$ cat config.mk
export PLATFORM = sky130hd
export DESIGN_NAME = router_swreq_flat
export DESIGN_NICKNAME = d
export VERILOG_FILES = /design/src/rtl/router_swreq_if.sv /design/src/rtl/router_swreq.sv /design/src/flat_wrapper.sv
export SDC_FILE = /design/constraint.sdc
export NUM_CORES = 1
export LEC_CHECK = 0
export BUFFER_PORTS_ARGS = -buffer_cell sky130_fd_sc_hd__buf_2
export CAP_MARGIN = 40
export CORE_UTILIZATION = 55
export CTS_CLUSTER_SIZE = 12
export DETAILED_ROUTE_END_ITERATION = 12
export GPL_ROUTABILITY_DRIVEN = 0
export GPL_TIMING_DRIVEN = 1
export PLACE_DENSITY = 0.86
export SLEW_MARGIN = 20
export SYNTH_ARGS = -nofsm -noshare
export SYNTH_HDL_FRONTEND = slang
export SYNTH_SLANG_ARGS = --single-unit
$ cat constraint.sdc
create_clock -name Clk -period 6.4 [get_ports Clk]
set_input_delay 0.64 -clock Clk [delete_from_list [all_inputs] [get_ports Clk]]
set_output_delay 0.64 -clock Clk [all_outputs]
set_load 0.1 [all_outputs]
$ cat src/rtl/router_swreq_if.sv
// Port-side bundle between one router input port, its VC buffers, the four
// switch arbiters and the credit return path.
interface router_swreq_if #(
  parameter int unsigned NUM_VC     = 3,
  parameter int unsigned NO_OF_REQS = 15
);
  logic [NUM_VC-1:0]     vc_valid;
  logic [2*NUM_VC-1:0]   vc_route;
  logic [NO_OF_REQS-1:0] N_sw_arb_req;
  logic [NO_OF_REQS-1:0] S_sw_arb_req;
  logic [NO_OF_REQS-1:0] E_sw_arb_req;
  logic [NO_OF_REQS-1:0] W_sw_arb_req;
  logic [NO_OF_REQS-1:0] N_sw_arb_grant;
  logic [NO_OF_REQS-1:0] S_sw_arb_grant;
  logic [NO_OF_REQS-1:0] E_sw_arb_grant;
  logic [NO_OF_REQS-1:0] W_sw_arb_grant;
  logic [3:0]            credit_in;
  logic [NUM_VC-1:0]     vc_pop;
  logic                  xbar_vld;
  logic [1:0]            xbar_sel;
  logic                  credit_err;

  modport master (
    input  vc_valid, vc_route,
    input  N_sw_arb_grant, S_sw_arb_grant, E_sw_arb_grant, W_sw_arb_grant,
    input  credit_in,
    output N_sw_arb_req, S_sw_arb_req, E_sw_arb_req, W_sw_arb_req,
    output vc_pop, xbar_vld, xbar_sel, credit_err
  );

  modport slave (
    output vc_valid, vc_route,
    output N_sw_arb_grant, S_sw_arb_grant, E_sw_arb_grant, W_sw_arb_grant,
    output credit_in,
    input  N_sw_arb_req, S_sw_arb_req, E_sw_arb_req, W_sw_arb_req,
    input  vc_pop, xbar_vld, xbar_sel, credit_err
  );
endinterface

$ cat src/rtl/router_swreq.sv
// Input-port switch request: round-robin VC pick, one request into the N/S/E/W
// arbiters, pop + crossbar select on grant, per-output downstream credit counters.
module router_swreq #(
  parameter int unsigned NO_OF_REQS = 15,
  parameter int unsigned NUM_VC     = 3,
  parameter int unsigned PORT_ID    = 0,
  parameter int unsigned CREDIT_W   = 3,
  parameter int unsigned MAX_CREDIT = 4
) (
  input  logic           Clk,
  input  logic           Rst,
  router_swreq_if.master bus
);
  localparam int unsigned VcW  = (NUM_VC > 1) ? $clog2(NUM_VC) : 1;
  localparam int unsigned Base = PORT_ID * NUM_VC;
  localparam logic [CREDIT_W-1:0] CreditMax = CREDIT_W'(MAX_CREDIT);

  localparam logic [1:0] StIdle = 2'd0;
  localparam logic [1:0] StReq  = 2'd1;
  localparam logic [1:0] StGap  = 2'd2;

  logic [1:0]            r_state,     w_state_d;
  logic [VcW-1:0]        r_rr_ptr,    w_rr_d;
  logic [VcW-1:0]        r_cur_vc,    w_cur_vc_d;
  logic [1:0]            r_cur_out,   w_cur_out_d;
  logic [CREDIT_W-1:0]   r_credit [4];
  logic [CREDIT_W-1:0]   w_credit_d [4];
  logic [NO_OF_REQS-1:0] r_req [4];
  logic [NO_OF_REQS-1:0] w_req_d [4];
  logic [NUM_VC-1:0]     r_pop,       w_pop_d;
  logic                  r_xbar_vld,  w_xbar_vld_d;
  logic [1:0]            r_xbar_sel,  w_xbar_sel_d;
  logic                  r_credit_err, w_credit_err_d;

  logic [NUM_VC-1:0]     w_elig;
  logic                  w_found;
  logic [VcW-1:0]        w_pick_vc;
  logic [VcW-1:0]        w_idx;
  logic [1:0]            w_pick_out;
  logic [NO_OF_REQS-1:0] w_gnt_bus;
  logic                  w_gnt;
  logic [3:0]            w_dec;

  always_comb begin
    for (int unsigned v = 0; v < NUM_VC; v++) begin
      w_elig[v] = bus.vc_valid[v] && (r_credit[bus.vc_route[2*v +: 2]] != '0);
    end
  end

  // First eligible VC at or after the round-robin pointer.
  always_comb begin
    w_found   = 1'b0;
    w_pick_vc = '0;
    w_idx     = '0;
    for (int unsigned i = 0; i < NUM_VC; i++) begin
      w_idx = VcW'((32'(r_rr_ptr) + i) % NUM_VC);
      if (!w_found && w_elig[w_idx]) begin
        w_found   = 1'b1;
        w_pick_vc = w_idx;
      end
    end
  end

  assign w_pick_out = bus.vc_route[2*w_pick_vc +: 2];

  always_comb begin
    case (r_cur_out)
      2'd0:    w_gnt_bus = bus.N_sw_arb_grant;
      2'd1:    w_gnt_bus = bus.S_sw_arb_grant;
      2'd2:    w_gnt_bus = bus.E_sw_arb_grant;
      default: w_gnt_bus = bus.W_sw_arb_grant;
    endcase
  end

  // Only our own bit on the bus we requested counts as a grant.
  assign w_gnt = (r_state == StReq) &&
                 |(w_gnt_bus & (NO_OF_REQS'(1) << (Base + 32'(r_cur_vc))));
  assign w_dec = w_gnt ? (4'b0001 << r_cur_out) : 4'b0000;

  always_comb begin
    w_state_d    = r_state;
    w_rr_d       = r_rr_ptr;
    w_cur_vc_d   = r_cur_vc;
    w_cur_out_d  = r_cur_out;
    w_req_d      = '{default: '0};
    w_pop_d      = '0;
    w_xbar_vld_d = 1'b0;
    w_xbar_sel_d = 2'd0;
    case (r_state)
      StIdle: begin
        if (w_found) begin
          w_cur_vc_d          = w_pick_vc;
          w_cur_out_d         = w_pick_out;
          w_req_d[w_pick_out] = NO_OF_REQS'(1) << (Base + 32'(w_pick_vc));
          w_state_d           = StReq;
        end
      end
      StReq: begin
        if (w_gnt) begin
          w_pop_d      = NUM_VC'(1) << r_cur_vc;
          w_xbar_vld_d = 1'b1;
          w_xbar_sel_d = r_cur_out;
          w_rr_d       = (r_cur_vc == VcW'(NUM_VC - 1)) ? '0 : r_cur_vc + 1'b1;
          w_state_d    = StGap;
        end else if (bus.vc_valid[r_cur_vc]) begin
          w_req_d[r_cur_out] = r_req[r_cur_out];
        end else begin
          w_state_d = StIdle;
        end
      end
      StGap:   w_state_d = StIdle;
      default: w_state_d = StIdle;
    endcase
  end

  always_comb begin
    w_credit_err_d = r_credit_err;
    for (int unsigned o = 0; o < 4; o++) begin
      w_credit_d[o] = r_credit[o];
      if (w_dec[o] && !bus.credit_in[o]) begin
        w_credit_d[o] = r_credit[o] - 1'b1;
      end else if (!w_dec[o] && bus.credit_in[o]) begin
        if (r_credit[o] == CreditMax) w_credit_err_d = 1'b1;
        else                          w_credit_d[o]  = r_credit[o] + 1'b1;
      end
    end
  end

  always_ff @(posedge Clk or negedge Rst) begin
    if (!Rst) begin
      r_state      <= StIdle;
      r_rr_ptr     <= '0;
      r_cur_vc     <= '0;
      r_cur_out    <= 2'd0;
      r_credit     <= '{default: CreditMax};
      r_req        <= '{default: '0};
      r_pop        <= '0;
      r_xbar_vld   <= 1'b0;
      r_xbar_sel   <= 2'd0;
      r_credit_err <= 1'b0;
    end else begin
      r_state      <= w_state_d;
      r_rr_ptr     <= w_rr_d;
      r_cur_vc     <= w_cur_vc_d;
      r_cur_out    <= w_cur_out_d;
      r_credit     <= w_credit_d;
      r_req        <= w_req_d;
      r_pop        <= w_pop_d;
      r_xbar_vld   <= w_xbar_vld_d;
      r_xbar_sel   <= w_xbar_sel_d;
      r_credit_err <= w_credit_err_d;
    end
  end

  assign bus.N_sw_arb_req = r_req[0];
  assign bus.S_sw_arb_req = r_req[1];
  assign bus.E_sw_arb_req = r_req[2];
  assign bus.W_sw_arb_req = r_req[3];
  assign bus.vc_pop       = r_pop;
  assign bus.xbar_vld     = r_xbar_vld;
  assign bus.xbar_sel     = r_xbar_sel;
  assign bus.credit_err   = r_credit_err;
endmodule

$ cat src/flat_wrapper.sv
// flat-port wrapper written by rule: the top's interface ports become plain ports
module router_swreq_flat 
#(
  parameter int unsigned NO_OF_REQS = 15,
  parameter int unsigned NUM_VC     = 3,
  parameter int unsigned PORT_ID    = 0,
  parameter int unsigned CREDIT_W   = 3,
  parameter int unsigned MAX_CREDIT = 4
)
  (Clk, Rst, bus_vc_valid, bus_vc_route, bus_N_sw_arb_grant, bus_S_sw_arb_grant, bus_E_sw_arb_grant, bus_W_sw_arb_grant, bus_credit_in, bus_N_sw_arb_req, bus_S_sw_arb_req, bus_E_sw_arb_req, bus_W_sw_arb_req, bus_vc_pop, bus_xbar_vld, bus_xbar_sel, bus_credit_err);
  router_swreq_if #(.NUM_VC(NUM_VC), .NO_OF_REQS(NO_OF_REQS)) bus_i ();
  input  logic Clk;
  input  logic Rst;
  input wire logic [$bits(bus_i.vc_valid)-1:0] bus_vc_valid;
  input wire logic [$bits(bus_i.vc_route)-1:0] bus_vc_route;
  input wire logic [$bits(bus_i.N_sw_arb_grant)-1:0] bus_N_sw_arb_grant;
  input wire logic [$bits(bus_i.S_sw_arb_grant)-1:0] bus_S_sw_arb_grant;
  input wire logic [$bits(bus_i.E_sw_arb_grant)-1:0] bus_E_sw_arb_grant;
  input wire logic [$bits(bus_i.W_sw_arb_grant)-1:0] bus_W_sw_arb_grant;
  input wire logic [$bits(bus_i.credit_in)-1:0] bus_credit_in;
  output wire logic [$bits(bus_i.N_sw_arb_req)-1:0] bus_N_sw_arb_req;
  output wire logic [$bits(bus_i.S_sw_arb_req)-1:0] bus_S_sw_arb_req;
  output wire logic [$bits(bus_i.E_sw_arb_req)-1:0] bus_E_sw_arb_req;
  output wire logic [$bits(bus_i.W_sw_arb_req)-1:0] bus_W_sw_arb_req;
  output wire logic [$bits(bus_i.vc_pop)-1:0] bus_vc_pop;
  output wire logic [$bits(bus_i.xbar_vld)-1:0] bus_xbar_vld;
  output wire logic [$bits(bus_i.xbar_sel)-1:0] bus_xbar_sel;
  output wire logic [$bits(bus_i.credit_err)-1:0] bus_credit_err;
  assign bus_i.vc_valid = bus_vc_valid;
  assign bus_i.vc_route = bus_vc_route;
  assign bus_i.N_sw_arb_grant = bus_N_sw_arb_grant;
  assign bus_i.S_sw_arb_grant = bus_S_sw_arb_grant;
  assign bus_i.E_sw_arb_grant = bus_E_sw_arb_grant;
  assign bus_i.W_sw_arb_grant = bus_W_sw_arb_grant;
  assign bus_i.credit_in = bus_credit_in;
  assign bus_N_sw_arb_req = bus_i.N_sw_arb_req;
  assign bus_S_sw_arb_req = bus_i.S_sw_arb_req;
  assign bus_E_sw_arb_req = bus_i.E_sw_arb_req;
  assign bus_W_sw_arb_req = bus_i.W_sw_arb_req;
  assign bus_vc_pop = bus_i.vc_pop;
  assign bus_xbar_vld = bus_i.xbar_vld;
  assign bus_xbar_sel = bus_i.xbar_sel;
  assign bus_credit_err = bus_i.credit_err;
  router_swreq #(.NO_OF_REQS(NO_OF_REQS), .NUM_VC(NUM_VC), .PORT_ID(PORT_ID), .CREDIT_W(CREDIT_W), .MAX_CREDIT(MAX_CREDIT)) u_core (.Clk(Clk), .Rst(Rst), .bus(bus_i));
endmodule
==> out/qor.txt <==
Share of the synthesized area in the top cell type = 47.2%
Worst Setup End Kind = flop
Antenna violation net count after detailed routing = 0
Gate Count Post-Synth = 401
Largest net degree at the start of global routing = 55
Final count of pins violating max slew = 0
Post-Place Cells = 589
Detailed placement HPWL = 7360 um
Initial antenna violation count = 0
Count of placed standard cells in the final layout, fillers left out = 605
Floorplan die height = 91.4 um
Final design area excluding fillers = 5200 um^2
Main area contributors after synthesis = sky130_fd_sc_hd__dfrtp_1 (47%), sky130_fd_sc_hd__mux4_2 (5.6%), sky130_fd_sc_hd__inv_1 (3.4%)
Starting Density = 56.9%
Synth Register Bits = 87
Standard-cell rows = 32
Achievable Freq = 271 MHz
Most used DFF post-synth = sky130_fd_sc_hd__dfrtp_1
I/O pin total = 142
Number of buffers added by the clock tree synthesis step = 9
Buffer count from post-CTS setup fixing = 0
Crit start category = flop
Synth Area per Inst = 11.0 um^2
Floorplan Core Area = 7730 um^2
Worst EP required = 6670 ps
Cell internal pwr = 0.00117 W
Fraction of registers with async set/reset = 100%
Area leader, netlist = sky130_fd_sc_hd__dfrtp_1
Crit share post-route = 57.7%
Global-route wire length before repair = 16100 um
Final count of hold timing violations = 0
Vias in the first global route = 3390
Switching power total = 0.00105 W
Post-synthesis cell type count = 65
Worst flop-to-flop path endpoint = u_core.r_credit[8]
Post_cts resized = 0
Maximum net fanout on the critical path = 39
Number of buffers between clock root and the deepest sink = 2
CTS tree = done
Violation count after the first detailed-routing iteration = 234
Maximum Capacitance Violations = 0
Synthesized Nets = 490
Result of the run = completed
Hold-fix buffers at CTS = 0
Pre-CTS setup slack = 2710 ps
DRC violations left = 0
M1 wire length = 4200 um
Post-synth design cell area = 4400 um^2
FF-to-FF path depth = 14
Overflow after GRT = 0
Number of input and output port buffers inserted = 97
Cell area reported after detailed placement = 5020 um^2
Final setup violation count = 0
Post-CTS clock slew at the launch and capture registers of the worst setup and hold paths = 90 ps
Global-route usage over all layers = 24.8%
Origin of the worst setup path = u_core.r_cur_out[1]
Total power density per cell area = 425 nW/um^2
Worst Setup Slack, final = 2710 ps
Most instantiated cells after synthesis = sky130_fd_sc_hd__dfrtp_1 (83), sky130_fd_sc_hd__inv_1 (40), sky130_fd_sc_hd__nor2_1 (26)
Beginning of the worst register-to-register path = u_core.r_cur_out[1]
Proportion of layout cells with a drive suffix above 1 = 30.4%
Basic-gate share of the synthesized area counting and, or, nand and nor cells = 18.0%
Leakage power of the design = 2.59 nW
Detailed route wirelength on metal2 = 5150 um
TNS Setup = 0 ps
Clk sinks = 87
Die outline area = 8360 um^2
Total iterations of the first detailed-routing run = 4
Final standard cell utilization of the core = 67.4%
Slack of the worst reg-to-reg path = 2710 ps
Area growth syn-to-layout = 18.3%
Dominant cell by count in the synthesized netlist = sky130_fd_sc_hd__dfrtp_1
Worst slew margin relative to its limit = 43.0%
Clock Latency Late Sink = 350 ps
Layout Skew = 10.7 ps
Max H-tree Level = 3
Post-layout minimum cycle time = 3690 ps
Area fraction in compound gates after synthesis = 13.2%
Antenna diode count = 0
XOR/XNOR share of the synthesized area = 0.398%
Net count, final = 587
Reg power frac = 34.8%
Arrival @ worst endpoint = 3970 ps
Critical path destination = u_core.r_credit[8]
Unrepaired setup endpoints after global routing = false
DR vias = 3435
Uppermost layer routed = met4
Worst setup path class = reg -> reg
Post-detailed-routing wire length = 10100 um
Clock network power share = 16.1%
Main combinational cell family by area after synthesis = simple AND/OR/NAND/NOR gates
Worst-Margin Slew = 852 ps
Vias per Instance = 5.68
Class of the tightest hold or removal check = in -> async
Number of enable flip-flop cells after synthesis = 0
Post-synthesis sequential area ratio = 49.6%
Switching Fraction = 47.2%
Routed WL per cell = 16.7 um
Clk Tree Root Cell = sky130_fd_sc_hd__clkbuf_8
Mux share of post-synthesis cell area = 8.93%
Number of synthesis warnings = 0
Maximum resistive drop on vdd = 208 uV
Relative contribution of combinational cells to total power = 49.0%
Synthesized-area fraction occupied by adder cells = 4.92%
Horizontal die dimension = 91.4 um
Sum of met3 wire segment lengths after detailed routing = 546 um
cell families after synthesis:
family,Yosys count
compound gates,80
xor+xnor,2
fa+ha+maj,15
buf+inv,56
flops,87
mux,25
simple gates,136
worst min-delay path by stage:
| stage | from | to | slack, ps | cells past startpoint |
|---|---|---|---|---|
| floorplan | Rst | u_core.bus.E_sw_arb_req[0] | 340 | 0 |
| global placement | u_core.bus.S_sw_arb_req[1] | u_core.bus.S_sw_arb_req[1] | 500 | 2 |
| detailed placement | u_core.bus.E_sw_arb_req[9] | u_core.bus.E_sw_arb_req[9] | 500 | 2 |
| CTS | Rst | u_core.r_credit[7] | 240 | 1 |
| global route | Rst | u_core.r_credit[7] | 250 | 1 |
| finish | Rst | u_core.r_credit[7] | 240 | 1 |
per-layer routing:
layer / vias to the layer above / global-route usage (%)
li1: 1613 / -
met1: 1681 / 31.3
met2: 123 / 42.6
met3: 18 / 3.43
met4: 0 / 10.6
met5: - / 0
power by group through the flow:
stage                     combinational [W]  clock [W]  sequential, W
after floorplan                    0.000670          0       0.000944
after global placement             0.000996          0       0.000784
after detailed placement            0.00108          0       0.000779
after CTS                           0.00108   0.000366       0.000769
after global routing                0.00117   0.000390       0.000785
final                               0.00109   0.000357       0.000771
flip-flops by register name, summed over array words and instances (netlist names):
register and cells:
u_core.bus.N_sw_arb_req 15, u_core.bus.W_sw_arb_req 15, u_core.bus.xbar_vld 1, u_core.r_cur_vc 2, u_core.r_state 2, u_core.bus.xbar_sel 2
u_core.r_rr_ptr 2, u_core.bus.S_sw_arb_req 15, u_core.bus.E_sw_arb_req 15, u_core.bus.vc_pop 3, u_core.r_cur_out 2, u_core.bus.credit_err 1
u_core.r_credit 12
area by class of cell:
class | instances | area (um^2)
fill | 567 | 2520
sequential | 87 | 2180
multi-input combinational | 258 | 2000
timing repair buffer | 101 | 556
inverter | 41 | 154
clock buffer | 10 | 138
tap | 102 | 128
clock inverter | 6 | 50.0
per-stage QoR:
| stage | total power [W] | hold slack [ps] |
|---|---|---|
| after global placement | 0.00178 | 496 |
| after CTS | 0.00222 | 236 |
| after global routing | 0.00234 | 254 |
| after floorplan | 0.00161 | 344 |
| final | 0.00221 | 235 |
| after detailed placement | 0.00186 | 505 |
cells in the final DEF, fill, tap and decap left out, types with 3 or more instances in the layout:
cell type,netlist,routed
sky130_fd_sc_hd__a2111oi_0,3,3
sky130_fd_sc_hd__a21oi_1,19,19
sky130_fd_sc_hd__a311o_1,3,3
sky130_fd_sc_hd__a31oi_1,4,4
sky130_fd_sc_hd__and2_1,16,16
sky130_fd_sc_hd__and3_1,11,11
sky130_fd_sc_hd__buf_2,7,97
sky130_fd_sc_hd__clkbuf_8,0,10
sky130_fd_sc_hd__dfrtp_1,83,83
sky130_fd_sc_hd__dfstp_2,4,4
sky130_fd_sc_hd__fa_1,4,4
sky130_fd_sc_hd__ha_1,10,10
sky130_fd_sc_hd__inv_1,40,40
sky130_fd_sc_hd__inv_6,0,4
sky130_fd_sc_hd__mux2_2,4,4
sky130_fd_sc_hd__mux2i_1,10,10
sky130_fd_sc_hd__mux4_2,11,11
sky130_fd_sc_hd__nand2_1,8,8
sky130_fd_sc_hd__nand2b_1,4,4
sky130_fd_sc_hd__nand3_1,6,6
sky130_fd_sc_hd__nand4_1,3,3
sky130_fd_sc_hd__nor2_1,26,26
sky130_fd_sc_hd__nor2b_1,24,24
sky130_fd_sc_hd__nor3_1,11,11
sky130_fd_sc_hd__nor4_1,6,6
sky130_fd_sc_hd__nor4b_1,4,4
sky130_fd_sc_hd__o21ai_0,10,10
sky130_fd_sc_hd__o21ai_1,3,3
sky130_fd_sc_hd__o21bai_1,3,3
sky130_fd_sc_hd__o22ai_1,10,10
worst max-delay path, stage by stage, from the launching register on:
cell,delay [ps]
sky130_fd_sc_hd__dfrtp_1,500
sky130_fd_sc_hd__buf_4,460
sky130_fd_sc_hd__mux2_2,240
sky130_fd_sc_hd__a22oi_1,70
sky130_fd_sc_hd__nand3_1,140
sky130_fd_sc_hd__and3b_1,420
sky130_fd_sc_hd__and2_1,220
sky130_fd_sc_hd__nor2b_1,230
sky130_fd_sc_hd__ha_1,280
sky130_fd_sc_hd__inv_1,90
sky130_fd_sc_hd__fa_1,420
sky130_fd_sc_hd__a2111oi_0,300
sky130_fd_sc_hd__a21oi_1,90
sky130_fd_sc_hd__nor2_1,100
sky130_fd_sc_hd__a221oi_1,60
No activity file was read; power rests on OpenSTA's default activity.
